==> src/rtl/mem_port_arbiter_pkg.sv <==
// Shared types for the IF/LSU memory port arbiter: access-owner tag and constants.
// Optional build macro ARB_ROUND_ROBIN_EN selects alternating priority (see mem_arb_priority).
package mem_arb_pkg;

    typedef enum logic [1:0] {
        OWN_NONE,
        OWN_IF,
        OWN_LSU,
        OWN_FLUSHED_IF
    } owner_e;

    localparam logic [3:0] MASK_FULL = 4'hF;

endpackage

==> src/rtl/mem_port_arbiter_if.sv <==
// Core-side and memory-side signals of the arbiter.
// Handshake: a requester holds req and its fields stable until the same-cycle gnt; rvalid arrives one cycle after gnt.
interface mem_port_arbiter_if #(
    parameter int DataWidth = 32,
    parameter int Address   = 8
);
    logic                 if_req;
    logic [Address-1:0]   if_addr;
    logic                 if_gnt;
    logic                 if_rvalid;
    logic [DataWidth-1:0] if_rdata;
    logic                 flush;

    logic                 lsu_req;
    logic                 lsu_we;
    logic [3:0]           lsu_mask;
    logic [Address-1:0]   lsu_addr;
    logic [DataWidth-1:0] lsu_wdata;
    logic                 lsu_gnt;
    logic                 lsu_rvalid;
    logic [DataWidth-1:0] lsu_rdata;

    logic                 mem_request;
    logic                 mem_we_re;
    logic [3:0]           mem_mask;
    logic [Address-1:0]   mem_address;
    logic [DataWidth-1:0] mem_data_in;
    logic                 mem_valid;
    logic [DataWidth-1:0] mem_data_out;

    // Arbiter view.
    modport slave (
        input  if_req, if_addr, flush,
        input  lsu_req, lsu_we, lsu_mask, lsu_addr, lsu_wdata,
        input  mem_valid, mem_data_out,
        output if_gnt, if_rvalid, if_rdata,
        output lsu_gnt, lsu_rvalid, lsu_rdata,
        output mem_request, mem_we_re, mem_mask, mem_address, mem_data_in
    );

    // Core plus memory view.
    modport master (
        output if_req, if_addr, flush,
        output lsu_req, lsu_we, lsu_mask, lsu_addr, lsu_wdata,
        output mem_valid, mem_data_out,
        input  if_gnt, if_rvalid, if_rdata,
        input  lsu_gnt, lsu_rvalid, lsu_rdata,
        input  mem_request, mem_we_re, mem_mask, mem_address, mem_data_in
    );

endinterface

==> src/rtl/mem_port_arbiter_priority.sv <==
// Grant selection between IF and LSU. Default: LSU priority bounded by STARVE_LIMIT.
// With ARB_ROUND_ROBIN_EN defined, priority alternates away from the last-granted requester.
module mem_arb_priority #(
    parameter int STARVE_LIMIT = 4
) (
    input  logic clk,
    input  logic rst,
    input  logic if_req,
    input  logic lsu_req,
    output logic gnt_if,
    output logic gnt_lsu
);

`ifdef ARB_ROUND_ROBIN_EN
    logic last_lsu_q, last_lsu_d;

    always_comb begin
        gnt_if     = rst && if_req && (!lsu_req || last_lsu_q);
        gnt_lsu    = rst && lsu_req && !gnt_if;
        last_lsu_d = last_lsu_q;
        if (gnt_lsu) begin
            last_lsu_d = 1'b1;
        end else if (gnt_if) begin
            last_lsu_d = 1'b0;
        end
    end

    // Reset as if IF was granted last, so LSU takes the first conflict.
    always_ff @(posedge clk or negedge rst) begin
        if (!rst) begin
            last_lsu_q <= 1'b0;
        end else begin
            last_lsu_q <= last_lsu_d;
        end
    end
`else
    localparam logic [3:0] LIMIT = 4'(STARVE_LIMIT);

    logic [3:0] streak_q, streak_d;

    always_comb begin
        gnt_if   = rst && if_req && (!lsu_req || (streak_q == LIMIT));
        gnt_lsu  = rst && lsu_req && !gnt_if;
        streak_d = streak_q;
        // streak_q counts LSU wins while IF is left waiting.
        if (!if_req || gnt_if) begin
            streak_d = 4'd0;
        end else if (gnt_lsu && (streak_q != LIMIT)) begin
            streak_d = streak_q + 4'd1;
        end
    end

    always_ff @(posedge clk or negedge rst) begin
        if (!rst) begin
            streak_q <= 4'd0;
        end else begin
            streak_q <= streak_d;
        end
    end
`endif

endmodule

==> src/rtl/mem_port_arbiter.sv <==
// Shares one single-port memory between instruction fetch and the LSU; tags each access and routes its response.
// Build option ARB_ROUND_ROBIN_EN (in mem_arb_priority) swaps the starvation-limited scheme for alternation.
module mem_port_arbiter
    import mem_arb_pkg::*;
#(
    parameter int DataWidth    = 32,
    parameter int Address      = 8,
    parameter int STARVE_LIMIT = 4
) (
    input  logic                clk,
    input  logic                rst,
    mem_port_arbiter_if.slave   bus,
    output owner_e              dbg_owner
);

    logic                 gnt_if, gnt_lsu;
    owner_e               owner_q, owner_d;
    logic                 store_q, store_d;

    logic                 mem_request_c, mem_we_re_c;
    logic [3:0]           mem_mask_c;
    logic [Address-1:0]   mem_address_c;
    logic [DataWidth-1:0] mem_data_in_c;
    logic                 if_rvalid_c, lsu_rvalid_c;
    logic [DataWidth-1:0] if_rdata_c, lsu_rdata_c;

    mem_arb_priority #(
        .STARVE_LIMIT (STARVE_LIMIT)
    ) u_priority (
        .clk     (clk),
        .rst     (rst),
        .if_req  (bus.if_req),
        .lsu_req (bus.lsu_req),
        .gnt_if  (gnt_if),
        .gnt_lsu (gnt_lsu)
    );

    always_comb begin
        mem_request_c = gnt_if | gnt_lsu;
        mem_we_re_c   = 1'b0;
        mem_mask_c    = 4'h0;
        mem_address_c = '0;
        mem_data_in_c = '0;
        if (gnt_if) begin
            mem_mask_c    = MASK_FULL;
            mem_address_c = bus.if_addr;
        end else if (gnt_lsu) begin
            mem_we_re_c   = bus.lsu_we;
            mem_mask_c    = bus.lsu_mask;
            mem_address_c = bus.lsu_addr;
            mem_data_in_c = bus.lsu_wdata;
        end
    end

    // A fetch granted during a flush is already stale; its response must be dropped.
    always_comb begin
        owner_d = OWN_NONE;
        if (gnt_if) begin
            owner_d = bus.flush ? OWN_FLUSHED_IF : OWN_IF;
        end else if (gnt_lsu) begin
            owner_d = OWN_LSU;
        end
        store_d = gnt_lsu & bus.lsu_we;
    end

    always_ff @(posedge clk or negedge rst) begin
        if (!rst) begin
            owner_q <= OWN_NONE;
            store_q <= 1'b0;
        end else begin
            owner_q <= owner_d;
            store_q <= store_d;
        end
    end

    always_comb begin
        if_rvalid_c  = rst && bus.mem_valid && (owner_q == OWN_IF) && !bus.flush;
        lsu_rvalid_c = rst && bus.mem_valid && (owner_q == OWN_LSU);
        if_rdata_c   = if_rvalid_c ? bus.mem_data_out : '0;
        lsu_rdata_c  = (lsu_rvalid_c && !store_q) ? bus.mem_data_out : '0;
    end

    assign bus.if_gnt      = gnt_if;
    assign bus.lsu_gnt     = gnt_lsu;
    assign bus.mem_request = mem_request_c;
    assign bus.mem_we_re   = mem_we_re_c;
    assign bus.mem_mask    = mem_mask_c;
    assign bus.mem_address = mem_address_c;
    assign bus.mem_data_in = mem_data_in_c;
    assign bus.if_rvalid   = if_rvalid_c;
    assign bus.if_rdata    = if_rdata_c;
    assign bus.lsu_rvalid  = lsu_rvalid_c;
    assign bus.lsu_rdata   = lsu_rdata_c;
    assign dbg_owner       = owner_q;

endmodule

==> src/flat_wrapper.sv <==
// flat-port wrapper written by rule: the top's interface ports become plain ports
module mem_port_arbiter_flat import mem_arb_pkg::*;
#(
    parameter int DataWidth    = 32,
    parameter int Address      = 8,
    parameter int STARVE_LIMIT = 4
)
  (clk, rst, dbg_owner, bus_if_req, bus_if_addr, bus_flush, bus_lsu_req, bus_lsu_we, bus_lsu_mask, bus_lsu_addr, bus_lsu_wdata, bus_mem_valid, bus_mem_data_out, bus_if_gnt, bus_if_rvalid, bus_if_rdata, bus_lsu_gnt, bus_lsu_rvalid, bus_lsu_rdata, bus_mem_request, bus_mem_we_re, bus_mem_mask, bus_mem_address, bus_mem_data_in);
  mem_port_arbiter_if #(.DataWidth(DataWidth), .Address(Address)) bus_i ();
  input  logic clk;
  input  logic rst;
  output owner_e dbg_owner;
  input wire logic [$bits(bus_i.if_req)-1:0] bus_if_req;
  input wire logic [$bits(bus_i.if_addr)-1:0] bus_if_addr;
  input wire logic [$bits(bus_i.flush)-1:0] bus_flush;
  input wire logic [$bits(bus_i.lsu_req)-1:0] bus_lsu_req;
  input wire logic [$bits(bus_i.lsu_we)-1:0] bus_lsu_we;
  input wire logic [$bits(bus_i.lsu_mask)-1:0] bus_lsu_mask;
  input wire logic [$bits(bus_i.lsu_addr)-1:0] bus_lsu_addr;
  input wire logic [$bits(bus_i.lsu_wdata)-1:0] bus_lsu_wdata;
  input wire logic [$bits(bus_i.mem_valid)-1:0] bus_mem_valid;
  input wire logic [$bits(bus_i.mem_data_out)-1:0] bus_mem_data_out;
  output wire logic [$bits(bus_i.if_gnt)-1:0] bus_if_gnt;
  output wire logic [$bits(bus_i.if_rvalid)-1:0] bus_if_rvalid;
  output wire logic [$bits(bus_i.if_rdata)-1:0] bus_if_rdata;
  output wire logic [$bits(bus_i.lsu_gnt)-1:0] bus_lsu_gnt;
  output wire logic [$bits(bus_i.lsu_rvalid)-1:0] bus_lsu_rvalid;
  output wire logic [$bits(bus_i.lsu_rdata)-1:0] bus_lsu_rdata;
  output wire logic [$bits(bus_i.mem_request)-1:0] bus_mem_request;
  output wire logic [$bits(bus_i.mem_we_re)-1:0] bus_mem_we_re;
  output wire logic [$bits(bus_i.mem_mask)-1:0] bus_mem_mask;
  output wire logic [$bits(bus_i.mem_address)-1:0] bus_mem_address;
  output wire logic [$bits(bus_i.mem_data_in)-1:0] bus_mem_data_in;
  assign bus_i.if_req = bus_if_req;
  assign bus_i.if_addr = bus_if_addr;
  assign bus_i.flush = bus_flush;
  assign bus_i.lsu_req = bus_lsu_req;
  assign bus_i.lsu_we = bus_lsu_we;
  assign bus_i.lsu_mask = bus_lsu_mask;
  assign bus_i.lsu_addr = bus_lsu_addr;
  assign bus_i.lsu_wdata = bus_lsu_wdata;
  assign bus_i.mem_valid = bus_mem_valid;
  assign bus_i.mem_data_out = bus_mem_data_out;
  assign bus_if_gnt = bus_i.if_gnt;
  assign bus_if_rvalid = bus_i.if_rvalid;
  assign bus_if_rdata = bus_i.if_rdata;
  assign bus_lsu_gnt = bus_i.lsu_gnt;
  assign bus_lsu_rvalid = bus_i.lsu_rvalid;
  assign bus_lsu_rdata = bus_i.lsu_rdata;
  assign bus_mem_request = bus_i.mem_request;
  assign bus_mem_we_re = bus_i.mem_we_re;
  assign bus_mem_mask = bus_i.mem_mask;
  assign bus_mem_address = bus_i.mem_address;
  assign bus_mem_data_in = bus_i.mem_data_in;
  mem_port_arbiter #(.DataWidth(DataWidth), .Address(Address), .STARVE_LIMIT(STARVE_LIMIT)) u_core (.clk(clk), .rst(rst), .bus(bus_i), .dbg_owner(dbg_owner));
endmodule
==> config.mk <==
export PLATFORM = sky130hd
export DESIGN_NAME = mem_port_arbiter_flat
export DESIGN_NICKNAME = d
export VERILOG_FILES = /design/src/rtl/mem_port_arbiter_pkg.sv /design/src/rtl/mem_port_arbiter_if.sv /design/src/rtl/mem_port_arbiter_priority.sv /design/src/rtl/mem_port_arbiter.sv /design/src/flat_wrapper.sv
export SDC_FILE = /design/constraint.sdc
export NUM_CORES = 1
export LEC_CHECK = 0
export ABC_AREA = 1
export CORE_MARGIN = 5
export CORE_UTILIZATION = 24
export CTS_CLUSTER_DIAMETER = 150
export CTS_CLUSTER_SIZE = 28
export DETAILED_ROUTE_END_ITERATION = 10
export PLACE_DENSITY = 0.93
export SLEW_MARGIN = 10
export SYNTH_ARGS = -nofsm -noshare
export SYNTH_HDL_FRONTEND = slang
export SYNTH_SLANG_ARGS = --single-unit
==> constraint.sdc <==
create_clock -name clk -period 2.3 [get_ports clk]
set_input_delay 0.345 -clock clk [delete_from_list [all_inputs] [get_ports clk]]
set_output_delay 0.345 -clock clk [all_outputs]
set_load 0.01 [all_outputs]
Yosys cells after proc, flatten, opt, wreduce, memory -nomap -nowiden

Cells that the tools add are included.
Widths: inputs -> output; s select.

Register bits after elaboration: 7
Bits of input ports: 91

Add/subtract/negate cells: 1
Mux-type cells: 15
Reductions and logical operators: 18
Bitwise operators: 2
Eq/ne operators: 4

Operator list:

| cell                | number |
|---|---|
| $mux 32             | 4 |
| $mux 4              | 4 |
| $mux 8              | 2 |
| $logic_and 1x1->1   | 10 |
| $mux 2              | 3 |
| $logic_not 1->1     | 5 |
| $add 4x1->4 const B | 1 |
| $eq 4x3->1 const B  | 1 |
| $ne 4x3->1 const B  | 1 |
| $eq 2x1->1 const B  | 1 |
| $eq 2x2->1 const B  | 1 |
| $logic_or 1x1->1    | 2 |
| $mux 1              | 2 |
| $reduce_bool 2->1   | 1 |
| $and 1x1->1         | 1 |
| $or 1x1->1          | 1 |

Logic depth before layout (Yosys ltp)

Gate-level depths: netlist of the first run.

Word-level depth: 8
Depth in mapped cells: 8
Mapped depth without buffers: 7

By module

A second synthesis of the first run with hierarchy kept.

Cells, all modules: 266
Area, all modules: 1,306.3 sq um

By module, submodules not included:

| module           | times used | cells each | area an instance (sq um) |
|---|---|---|---|
| mem_port_arbiter | 1          | 230        | 1,031.0 |
| mem_arb_priority | 1          | 36         | 275.3 |

Worst setup path before layout of the first run

Ideal clock, no wire load.

Kind: reg2out
From: reg u_core.u_priority.streak_q[0]
To: out bus_mem_address[0]
Path slack: 0.699 ns
Stages on the path, launching flop included: 7
Required time: 1.955 ns
Path buffers: 0
Data arrival time: 1.256 ns
Cell sequence: dfrtp_1 inv_1 ha_1 nand3_2 a21oi_2 nand2_1 nand2_1

Word-level cells in the longest chain between the ends: 7

Ends and longest elaborated chain:

| element                | line                            | RTL |
|---|---|---|
| from (decl)            | mem_port_arbiter_priority.sv:39 | `logic [3:0] streak_q, streak_d;` |
| from (signal assigned) | mem_port_arbiter_priority.sv:57 | `streak_q <= streak_d;` |
| $eq 4x3->1 *           | mem_port_arbiter_priority.sv:42 | `gnt_if = rst && if_req && (!lsu_req \|\| (streak_q == LIMIT));` |
| $logic_or 1x1->1 *     | mem_port_arbiter_priority.sv:42 |  |
| $logic_and 1x1->1 *    | mem_port_arbiter_priority.sv:42 |  |
| via bus_if_gnt         | flat_wrapper.sv:23              | `output wire logic [$bits(bus_i.if_gnt)-1:0] bus_if_gnt;` |
| $logic_not 1->1        | mem_port_arbiter_priority.sv:43 | `gnt_lsu = rst && lsu_req && !gnt_if;` |
| $logic_and 1x1->1      | mem_port_arbiter_priority.sv:43 |  |
| $mux 8                 | mem_port_arbiter.sv:47          | `end else if (gnt_lsu) begin` |
| $mux 8 *               | mem_port_arbiter.sv:44          | `if (gnt_if) begin` |
| to (decl)              | flat_wrapper.sv:32              | `output wire logic [$bits(bus_i.mem_address)-1:0] bus_mem_address;` |

Mark *: on every way through the listed nets, which the timed path passes. The rest lies on a longest branch.

Final worst setup path of the first run

From: in bus_mem_valid
To: out bus_if_rvalid

Word-level cells in the longest chain between the ends: 3

Ends and longest elaborated chain:

| element                        | line                   | RTL |
|---|---|---|
| from (decl)                    | flat_wrapper.sv:21     | `input wire logic [$bits(bus_i.mem_valid)-1:0] bus_mem_valid;` |
| $logic_and 1x1->1 (3 in a row) | mem_port_arbiter.sv:77 | `if_rvalid_c = rst && bus.mem_valid && (owner_q == OWN_IF) && !bus.flush;` |
| to (decl)                      | flat_wrapper.sv:24     | `output wire logic [$bits(bus_i.if_rvalid)-1:0] bus_if_rvalid;` |

No other way between the ends.

==> results of run 1 <==
-- cell families (layout without fill, tap and decap cells) --
logic type | after synthesis | after routing | share of synthesized area, %
AOI/OAI and AO/OA | 5 | 5 | 2.40
xor gates and xnor gates | 1 | 1 | 0.699
and+or+nand+nor | 153 | 154 | 50.2
buffers and inverters | 89 | 301 | 30.7
DFF | 7 | 7 | 14.0
adders and majority gates | 2 | 2 | 2.00
-- critical path, cell delays in order --
cell             delay (ns)
clkdlybuf4s50_1        0.48
nand2_2                0.08
inv_1                  0.08
nand4_2                0.09
buf_12                 0.19
inv_1                  0.06
clkdlybuf4s50_1        0.52
-- sequential cells by signal (all words and copies together), names as in the netlist --
name and count:
u_core.store_q 1, u_core.u_priority.streak_q 4, u_core.dbg_owner 2
-- metal layers --
layer / GRT usage, % / wire (um) / vias to the layer above
met4: 11.1 / 312 / 0
li1: - / - / 1133
met3: 7.70 / 1090 / 22
met5: 0 / 0 / -
met2: 35.8 / 3720 / 144
met1: 16.4 / 2160 / 973
-- worst max-delay path by stage --
stage	start	to	slack [ns]
after floorplan	u_core.u_priority.streak_q[0]	bus_mem_address[0]	0.70
after global placement	rst	bus_mem_data_in[16]	-0.13
after detailed placement	rst	bus_mem_data_in[26]	-0.16
after CTS	u_core.u_priority.streak_q[0]	bus_mem_address[4]	-0.05
after global routing	u_core.u_priority.streak_q[0]	bus_mem_data_in[22]	0.01
final	bus_mem_valid	bus_if_rvalid	0.09
-- power groups by stage --
stage	sequential [mW]	combinational [mW]	clock [mW]
after floorplan	0.147	0.157	0
after global placement	0.146	0.442	0
after detailed placement	0.148	0.453	0
after CTS	0.146	0.442	0.176
after global routing	0.149	0.477	0.186
final	0.147	0.433	0.173
-- layout by cell type (no fill, tap or decap) --
cell type / instances
nor2_1: 101
clkdlybuf4s50_1: 94
inv_1: 76
dlygate4sd2_1: 67
dlymetal6s2s_1: 45
nand2_1: 35
nand3_1: 10
buf_4: 9
dfrtp_1: 7
clkbuf_8: 3
nand2_8: 2
nand2_2: 2
a21oi_1: 2
ha_1: 2
buf_12: 2
inv_2: 1
nand3_2: 1
a21oi_2: 1
nand2_4: 1
inv_4: 1
nand4_2: 1
nor3_4: 1
o21ai_0: 1
o22ai_1: 1
xor2_1: 1
clkbuf_1: 1
buf_8: 1
buf_6: 1
-- stage by stage --
stage / TNS, ns / total power, mW / instances / util, % / setup slack (ns)
4_1_cts: -0.0526 / 0.764 / 540 / 67.8 / -0.0526
2_1_floorplan: 0 / 0.304 / 257 / - / 0.699
3_3_place_gp: -6.61 / 0.589 / 534 / 67.5 / -0.131
3_5_place_dp: -11.82 / 0.601 / 534 / 67.5 / -0.163
5_1_grt: 0 / 0.812 / 540 / 70.0 / 0.0101
6_report: 0 / 0.754 / 540 / 70.0 / 0.0898
-- cell type report --
cell class | instances | area [um^2]
clock buffers | 4 | 45.0
repair buffers | 219 | 2220
multi-input cells | 162 | 727
inverters | 78 | 295
well taps | 70 | 87.6
fillers | 430 | 1520
flip-flops and latches | 7 | 175
-- what timing repair did --
item                                    CTS  global route
resized for setup                        74            47
hold endpoints to repair                  0             0
buffers inserted                          1             0
endpoints found under the setup margin  111            56
cloned                                    1             0
==> summary.txt, run 1 <==
Status
  • Status: finished, final reports clean

Final layout
  • Diode count: 0
  • Final Cell Area: approximately 3600 um^2
  • Area Overhead vs Synth: 184%
  • Layout cells sized above 1: 5.74%
  • Fin nets: between 500 and 600

Power and ir drop
  • Peak supply drop: 0.134 mV
  • Power per cell area: around 210 nW/um^2
  • Switching Fraction: 32.5%
  • Switching pwr: 0.245 mW
  • Leakage: between 2 and 3 nW
  • Clk pwr share: 22.9%
  • Combinational cell fraction of total power: a little under three fifths
  • Part of the power in registers: 19.6%
  • Pint: 0.509 mW

Yosys
  • Synthesized area per cell: 4.88 um^2
  • Gate Count Post-Synth: 257
  • Synth cell types: 18
  • Dominant cells by area after synthesis: nor2_1 (30%), inv_1 (23%), dfrtp_1 (14%)
  • Synth Flop Type: dfrtp_1
  • Yosys top cell area share: a little under a third
  • Synth area leader: nor2_1
  • Asr flop ratio synth: between 90% and 100%
  • Yosys warning total: 0
  • Synth cell count leaders: nor2_1 (101), inv_1 (78), nand2_1 (35), nand3_1 (10), dfrtp_1 (7)
  • Most common cell in the synthesized netlist: nor2_1
  • Seq/Total Area, Yosys: 14.0%
  • Synth Net Count: 350
  • Number of synthesized flops with an enable pin: 0
  • Cell Area, Synth: 1250 um^2
  • Yosys reg bits: 7

Critical path
  • Startpoint Class: primary input
  • Crit path DAT: roughly 1.9 ns
  • CP max FO: 33
  • Worst R2R Start: u_core.u_priority.streak_q[0]
  • CP Capture Type: output port
  • Worst Setup Path Type: primary input to output port
  • Reg2Reg Depth: 9
  • R2r setup slk: 0.76 ns
  • Data required, critical path: 1.96 ns
  • Reg-to-reg endpoint: u_core.dbg_owner[1]

Clock tree
  • Clk buf depth: 2
  • H-tree depth: 1
  • Clk slew on worst S/H paths: roughly 0.04 ns
  • Post-CTS Hold Buffers: 0
  • Root Driver: clkbuf_8
  • CTS tree: yes
  • Clk Latency, worst-skew pair: roughly 0.23 ns
  • Cts bufs inserted: 3
  • Clock Sinks: 7

Placed design
  • Gpl congestion: 0.818
  • Placed Area: 3430 um^2
  • DPL Wire Length: 6170 um
  • Port Buffers: 206

GRT
  • Largest net degree at the start of global routing: 34
  • Grt ovf: 0
  • Total Routing Usage GR: 18.9%
  • First-pass GRT wire length: ~10000 um
  • Antenna violations before repair: 0
  • Vias in the first global route: 2242

Floorplanning
  • Core ar.: 5070 um^2
  • Initial Utilization: 24.7%
  • Die Area: 6770 um^2
  • Die width: 82.3 um
  • Chip height: roughly 82 um
  • Ports: roughly 210
  • # rows: 26

Detailed routing
  • Detail Route Antenna Nets: 0
  • DR iter-0 viols: 33
  • DRC viols: 0
  • DR vias/cell: around 4.2
  • Detailed Routing Iterations Pass 1: 4
  • Vias post-DR: 2272
  • WL/cell: approximately 13 um
  • Final WL: between 7000 and 8000 um

STA
  • RSZ-0062 raised after global routing: false
  • Final hold violations: 0
  • Slew at the pin with the worst max-slew slack: around 0.2 ns
  • Max Clock Freq: 452 MHz
  • Finish-stage setup viols: 0
  • Max Transition Viols Final: 0
  • Period utilisation layout: a little over nine tenths
  • Minimum clock period: 2.21 ns
  • Clk_skew: 0.00330 ns
  • Hold slack final: between 0.2 and 0.25 ns
  • Worst slew margin: about 87%

Run
  • Max-cap violation count: 0

Hold path
  • Hold Crit Class: primary input to async pin
No activity file was read; power rests on OpenSTA's default activity.
==> run 2: changes to the inputs <==
--- a/config.mk
+++ b/config.mk
@@ -7,12 +7,13 @@
 export LEC_CHECK = 0
 export ABC_AREA = 1
 export CORE_MARGIN = 5
-export CORE_UTILIZATION = 24
+export CORE_UTILIZATION = 25
 export CTS_CLUSTER_DIAMETER = 150
 export CTS_CLUSTER_SIZE = 28
 export DETAILED_ROUTE_END_ITERATION = 10
-export PLACE_DENSITY = 0.93
+export PLACE_DENSITY = 0.94
 export SLEW_MARGIN = 10
 export SYNTH_ARGS = -nofsm -noshare
 export SYNTH_HDL_FRONTEND = slang
+export SYNTH_HIERARCHICAL = 1
 export SYNTH_SLANG_ARGS = --single-unit
==> run 2 against run 1 <==
Against the previous run: clock power grew 3%; final cell count grew 3.0%; core utilization grew 3.7 points; non-clock buffer count grew 14; sequential share of layout area shrank 0.28 points; die area is essentially flat; sequential power shrank 11%; clock-buffer cell count is the same; routed wire length grew 16%.
==> summary.txt, run 2 <==
Final layout
  • Max reg flops: 4 (unchanged)
  • Diode count: 0 (unchanged)
  • Most frequent cells in the layout: clkdlybuf4s50_1 (93), nor2_1 (93), nand2_1 (70)
  • Core Util, Final: 73.8% (+3.7 points)
  • Fin nets: 580 (+2.8%)
  • Layout cells sized above 1: 19.5% (+14 points)
  • Reg with most FFs: u_core/u_priority/streak_q
  • Area Overhead vs Synth: 188%

Yosys
  • Seq/Total Area, Yosys: 13.4% (-0.56 points)
  • Number of synthesized flops with an enable pin: 0 (unchanged)
  • Gate Count Post-Synth: 266 (+3.5%)
  • Synth Flop Type: dfrtp_1
  • Yosys top cell area share: 26.7% (-3.5 points)
  • Synth cell types: 20 (+2)
  • Yosys reg bits: 7 (unchanged)
  • Synth Net Count: 359 (+2.6%)
  • Dominant cells by area after synthesis: nor2_1 (27%), nand2_1 (21%), dfrtp_1 (13%)
  • Synthesized area per cell: 4.91 um^2 (+0.67%)
  • Yosys warning total: 6 (+6)
  • Cell Area, Synth: 1310 um^2 (+4.2%)
  • Synth cell count leaders: nor2_1 (93), nand2_1 (73), inv_1 (43)
  • Synth area leader: nor2_1
  • Most common cell in the synthesized netlist: nor2_1
  • Asr flop ratio synth: 100% (unchanged)

Clock tree
  • Clk Latency, worst-skew pair: 0.23 ns (about the same)
  • Cts bufs inserted: 3 (unchanged)
  • CTS tree: yes
  • Clock Sinks: 7 (unchanged)
  • Clk buf depth: 2 (unchanged)
  • H-tree depth: 1 (unchanged)
  • Root Driver: clkbuf_8
  • Clk slew on worst S/H paths: 0.04 ns (about the same)

STA
  • Max Transition Viols Final: 0 (unchanged)
  • Minimum clock period: 2.23 ns (+0.0177 ns)
  • Finish-stage setup viols: 0 (unchanged)
  • Slew at the pin with the worst max-slew slack: 0.298 ns (+0.103 ns)
  • Worst slew margin: 80.1% (-6.9 points)
  • Final hold violations: 0 (unchanged)
  • Period utilisation layout: 96.9% (+0.77 points)
  • Max Clock Freq: 449 MHz (-0.80%)
  • Clk_skew: 0.000792 ns (-0.00251 ns)

Critical path
  • Worst R2R Start: u_core/u_priority/streak_q[0]
  • R2r setup slk: 0.42 ns (-0.34 ns)
  • CP Capture Type: output port
  • Worst Setup Path Type: flip-flop to output port
  • Crit path DAT: 1.88 ns (about the same)
  • CP max FO: 5 (-85%)
  • Reg-to-reg endpoint: u_core/dbg_owner[1]
  • Startpoint Class: flip-flop
  • Data required, critical path: 1.96 ns (about the same)
  • Reg2Reg Depth: 11 (+2)

Power and ir drop
  • Power per cell area: 204 nW/um^2 (-3.9%)
  • Clk pwr share: 23.3% (+0.4 points)
  • Combinational cell fraction of total power: 59.6% (+2.1 points)
  • Total Power: 0.767 mW (+1.8%)
  • Switching Fraction: 32.0% (-0.47 points)
  • Switching pwr: 0.246 mW (+0.37%)
  • Peak supply drop: 0.220 mV (+65%)
  • Pint: 0.522 mW (+2.6%)
  • Part of the power in registers: 17.1% (-2.5 points)
  • Leakage: 2.97 nW (+4.4%)

Floorplanning
  • Die Area: 6770 um^2 (about the same)
  • Die width: 82.3 um (about the same)
  • Ports: 207 (unchanged)
  • Chip height: 82.3 um (about the same)
  • Core ar.: 5110 um^2 (+0.64%)
  • Initial Utilization: 25.6% (+0.87 points)
  • # rows: 26 (unchanged)

GRT
  • First-pass GRT wire length: 10900 um (+9.3%)
  • Vias in the first global route: 2329 (+3.9%)
  • Total Routing Usage GR: 20.8% (+1.9 points)
  • Antenna violations before repair: 0 (unchanged)
  • Largest net degree at the start of global routing: 34 (unchanged)
  • Grt ovf: 0 (unchanged)

Placed design
  • Gpl congestion: 0.761 (-7.0%)
  • Port Buffers: 206 (unchanged)
  • DPL Wire Length: 6200 um (+0.48%)

Run
  • Max-cap violation count: 0 (unchanged)

Hold path
  • Hold Crit Class: primary input to async pin

Detailed routing
  • Final WL: 8450 um (+16%)
  • Metal1 wirelength: 2770 um (+28%)
  • Metal3 WL: 972 um (-11%)
  • Top sig layer: met4
  • DRC viols: 0 (unchanged)
  • Detailed Routing Iterations Pass 1: 4 (unchanged)
  • Vias post-DR: 2463 (+8.4%)
  • DR vias/cell: 4.43 (+5.3%)
  • Met2 routed WL: 4510 um (+21%)
  • Detail Route Antenna Nets: 0 (unchanged)
  • DR iter-0 viols: 52 (+58%)
  • WL/cell: 15.2 um (+13%)

Status
  • Status: finished, final reports clean
==> run 2: cell type report <==
cell class | instances | area [um^2]
tap | 70 | 87.6
fill | 396 | 1340
multi-input combinational | 197 | 887
inverter | 45 | 173
clock buffer | 4 | 45.0
timing repair buffer | 233 | 2400
sequential | 7 | 175
==> run 2: routing by layer <==
metal  up-vias  global-route usage, %
met5         -                      0
met3        16                   5.42
met1      1109                   18.3
met2       137                   43.4
li1       1201                      -
met4         0                   7.64
==> run 2: critical path: stages (launching register included) <==
cell and delay [ns]:
dfrtp_1 0.38, inv_2 0.08, ha_4 0.14, nand3_4 0.07
nand2_4 0.08, inv_2 0.04, nor2_4 0.22, nor2_4 0.09
buf_4 0.14, nand2_1 0.08, nor2_1 0.05, dlygate4sd2_1 0.28
==> run 2: cell families after synthesis <==
logic type	count (synthesis)	share of synthesized area [%]
AND/OR/NAND/NOR	193	61.3
buffers and inverters	62	22.1
flip-flops	7	13.4
adder cells (fa/ha/maj)	2	1.92
AO/OA/AOI/OAI	1	0.575
XOR/XNOR	1	0.671
==> run 2: power groups by stage <==
stage	Sequential [mW]	Combinational, mW	Clock (mW)
after floorplan	0.134	0.132	0
after global placement	0.132	0.420	0
after detailed placement	0.133	0.431	0
after CTS	0.131	0.441	0.178
after global routing	0.132	0.490	0.186
final	0.131	0.457	0.179
==> run 2: timing repair <==
| item | CTS | global route |
|---|---|---|
| gates resized for setup | 183 | 85 |
| setup buffers | 8 | 3 |
| hold buffers | 0 | 0 |
| pin swaps | 3 | 3 |
| cloned | 3 | 3 |
| setup endpoints to repair | 113 | 105 |
==> run 2: stage by stage <==
step	std cells	cell area [um^2]	setup TNS [ns]	setup slack [ns]	hold WS [ns]
floorplan	266	1310	0	0.348	0.0494
global placement	538	3470	-12.06	-0.168	0.505
detailed placement	538	3470	-18.20	-0.226	0.520
CTS	553	3550	0	0.0000566	0.305
global route	556	3770	-0.0262	-0.0166	0.327
finish	556	3770	0	0.0720	0.295
==> run 2: worst max-delay path by stage <==
stage          depth (start not counted)            endpoint                     startpoint
5_1_grt                               11       bus_mem_we_re  u_core/u_priority/streak_q[0]
4_1_cts                                7   bus_lsu_rdata[31]                  bus_mem_valid
3_5_place_dp                           7    bus_if_rdata[21]                            rst
6_report                              11       bus_mem_we_re  u_core/u_priority/streak_q[0]
3_3_place_gp                           7  bus_mem_address[5]                            rst
2_1_floorplan                         11  bus_mem_data_in[0]  u_core/u_priority/streak_q[0]
==> run 3: changes to the inputs <==
--- a/config.mk
+++ b/config.mk
@@ -6,12 +6,12 @@
 export NUM_CORES = 1
 export LEC_CHECK = 0
 export ABC_AREA = 1
-export CORE_MARGIN = 5
-export CORE_UTILIZATION = 25
+export CORE_AREA = 2 2 81 83
 export CTS_CLUSTER_DIAMETER = 150
 export CTS_CLUSTER_SIZE = 28
 export DETAILED_ROUTE_END_ITERATION = 10
-export PLACE_DENSITY = 0.94
+export DIE_AREA = 0 0 83 85
+export PLACE_DENSITY = 0.82
 export SLEW_MARGIN = 10
 export SYNTH_ARGS = -nofsm -noshare
 export SYNTH_HDL_FRONTEND = slang
==> constraint.sdc (replaced) <==
create_clock -name clk -period 2.5 [get_ports clk]
set_input_delay 0.375 -clock clk [delete_from_list [all_inputs] [get_ports clk]]
set_output_delay 0.375 -clock clk [all_outputs]
set_load 0.01 [all_outputs]
==> run 3 against run 2 <==
Against the previous run: final area shrank 5.0%; clock-buffer cell count is the same; via count shrank 7.4%; power shrank 14%; sequential share of layout area grew 0.25 points; combinational power shrank 16%; critical path type unchanged.
==> summary.txt, run 3 (same netlist as run 2, synthesis figures left out) <==
Floorplanning
  • Core ar.: 6200 um^2 (+21%)
  • # rows: 29 (+12%)
  • Initial Utilization: 21.1% (-4.5 points)
  • Chip height: 85 um (+3.3%)
  • Die width: 83 um (+0.87%)
  • Die Area: 7060 um^2 (+4.2%)
  • Ports: 207 (unchanged)

Final layout
  • Most frequent cells in the layout: clkdlybuf4s50_1 (159), nor2_1 (93), nand2_1 (73)
  • Fillers: 588 (+48%)
  • Most common cell after layout, fill and taps aside: clkdlybuf4s50_1
  • Layout cells sized above 1: 7.98% (-12 points)
  • Reg with most FFs: u_core/u_priority/streak_q
  • Area of the multi-input gates: 847 um^2 (-4.5%)
  • Diode count: 0 (unchanged)
  • Max reg flops: 4 (unchanged)
  • Fin nets: 570 (-1.7%)
  • FF/Latch Area: 175 um^2 (unchanged)
  • Area Overhead vs Synth: 174%

Critical path
  • Crit path DAT: 1.99 ns (+0.11 ns)
  • R2r setup slk: 0.83 ns (+0.41 ns)
  • Reg-to-reg endpoint: u_core/store_q
  • CP max FO: 23 (+18)
  • Reg2Reg Depth: 12 (+1)
  • Worst Setup Path Type: flip-flop to output port
  • Data required, critical path: 2.12 ns (+0.16 ns)
  • CP Capture Type: output port
  • Worst R2R Start: u_core/u_priority/streak_q[0]
  • Startpoint Class: flip-flop

Placed design
  • Gpl congestion: 0.751 (-1.3%)
  • Port Buffers: 206 (unchanged)
  • DPL Wire Length: 5030 um (-19%)

STA
  • Minimum clock period: 2.37 ns
  • RSZ-0062 raised after global routing: false
  • Max Clock Freq: 422 MHz
  • Hold slack final: 0.351 ns (+0.0553 ns)
  • Clk_skew: 0.00407 ns (+0.00328 ns)
  • Worst slew margin: 81.9% (+1.8 points)
  • Max Transition Viols Final: 0 (unchanged)
  • Slew at the pin with the worst max-slew slack: 0.271 ns (-0.0271 ns)
  • Finish-stage setup viols: 0 (unchanged)
  • Period utilisation layout: 94.8%
  • Final hold violations: 0 (unchanged)

Power and ir drop
  • Part of the power in registers: 18.1% (+1.0 points)
  • Peak supply drop: 0.224 mV (+2.0%)
  • Clk pwr share: 23.9% (+0.6 points)
  • Leakage: 1.93 nW (-35%)
  • Combinational cell fraction of total power: 58.0% (-1.6 points)
  • Switching pwr: 0.200 mW (-18%)
  • Total Power: 0.663 mW (-14%)
  • Pint: 0.463 mW (-11%)
  • Switching Fraction: 30.2% (-1.8 points)
  • Power per cell area: 185 nW/um^2 (-9.0%)

Detailed routing
  • DRC viols: 0 (unchanged)
  • DR vias/cell: 4.12 (-6.9%)
  • Detailed Routing Iterations Pass 1: 4 (unchanged)
  • Final WL: 6160 um (-27%)
  • Detail Route Antenna Nets: 0 (unchanged)
  • WL/cell: 11.1 um (-27%)
  • Vias post-DR: 2280 (-7.4%)
  • DR iter-0 viols: 53 (+1.9%)

Clock tree
  • Post-CTS Hold Buffers: 0 (unchanged)
  • Clk slew on worst S/H paths: 0.04 ns (about the same)
  • Cts bufs inserted: 3 (unchanged)
  • Clk buf depth: 2 (unchanged)
  • Clk Latency, worst-skew pair: 0.23 ns (about the same)
  • CTS tree: yes
  • H-tree depth: 1 (unchanged)
  • Root Driver: clkbuf_8
  • Clock Sinks: 7 (unchanged)

GRT
  • Largest net degree at the start of global routing: 34 (unchanged)
  • Total Routing Usage GR: 16.2% (-4.6 points)
  • First-pass GRT wire length: 9740 um (-11%)
  • Vias in the first global route: 2201 (-5.5%)
  • Antenna violations before repair: 0 (unchanged)
  • Grt ovf: 0 (unchanged)

Status
  • Status: finished, final reports clean

Hold path
  • Hold Crit Class: primary input to async pin

Run
  • Max-cap violation count: 0 (unchanged)
==> run 3: what timing repair did <==
| item | CTS | global route |
|---|---|---|
| pin swaps | 0 | 1 |
| gates cloned | 1 | 1 |
| buffers inserted | 1 | 2 |
| resized for setup | 46 | 10 |
| hold endpoints to repair | 0 | 0 |
| setup endpoints to repair | 68 | 4 |
==> run 3: stage by stage <==
| step | utilization (%) | instances | area, um^2 | setup slack, ns | TNS (ns) |
|---|---|---|---|---|---|
| after floorplan | - | 266 | 1310 | 0.518 | 0 |
| after global placement | 56.4 | 544 | 3500 | -0.0537 | -1.50 |
| after detailed placement | 56.4 | 544 | 3500 | -0.102 | -3.27 |
| after global routing | 57.7 | 553 | 3580 | 0.00238 | 0 |
| after CTS | 56.9 | 550 | 3530 | 0.00186 | 0 |
| final | 57.7 | 553 | 3580 | 0.131 | 0 |
==> run 3: worst max-delay path: stages (launching register included) <==
cell and delay, ns:
dfrtp_1 0.37, inv_1 0.09, ha_1 0.17, nand3_2 0.08, nand2_2 0.08, inv_2 0.04, nor2_4 0.15, nor2_4 0.08
buf_4 0.14, buf_12 0.14, nand3_1 0.09, nand2_1 0.04, dlygate4sd2_1 0.28
==> run 3: how the worst max path moves through the flow <==
stage	from	end	slack (ns)	depth (start not counted)
after floorplan	u_core/u_priority/streak_q[0]	bus_mem_data_in[0]	0.52	11
after global placement	rst	bus_mem_data_in[30]	-0.05	7
after detailed placement	rst	bus_mem_data_in[15]	-0.10	7
after CTS	u_core/u_priority/streak_q[0]	bus_mem_mask[2]	0.002	11
after global routing	u_core/u_priority/streak_q[0]	bus_mem_data_in[6]	0.002	12
final	u_core/u_priority/streak_q[0]	bus_mem_address[1]	0.13	12
==> run 3: area by class of cell <==
class / instances / share of cell area [%]
Clock buffer: 4 / 1.26
Timing Repair Buffer: 223 / 62.8
Multi-Input combinational cell: 197 / 23.7
Tap cell: 77 / 2.69
Inverter: 45 / 4.72
Sequential cell: 7 / 4.90
==> run 3: power by group through the flow <==
stage	sequential, mW	combinational (mW)	clock, mW
6_report	0.120	0.385	0.158
5_1_grt	0.121	0.418	0.173
4_1_cts	0.120	0.383	0.164
3_5_place_dp	0.122	0.394	0
3_3_place_gp	0.122	0.390	0
2_1_floorplan	0.123	0.121	0
==> run 3: routing by layer <==
layer  vias up  track usage (%)  wire (um)
li1       1176                -          -
met1       977             16.7       2270
met2       123             32.0       3230
met3         4             5.45        615
met4         0             2.53         47
met5         -                0          0
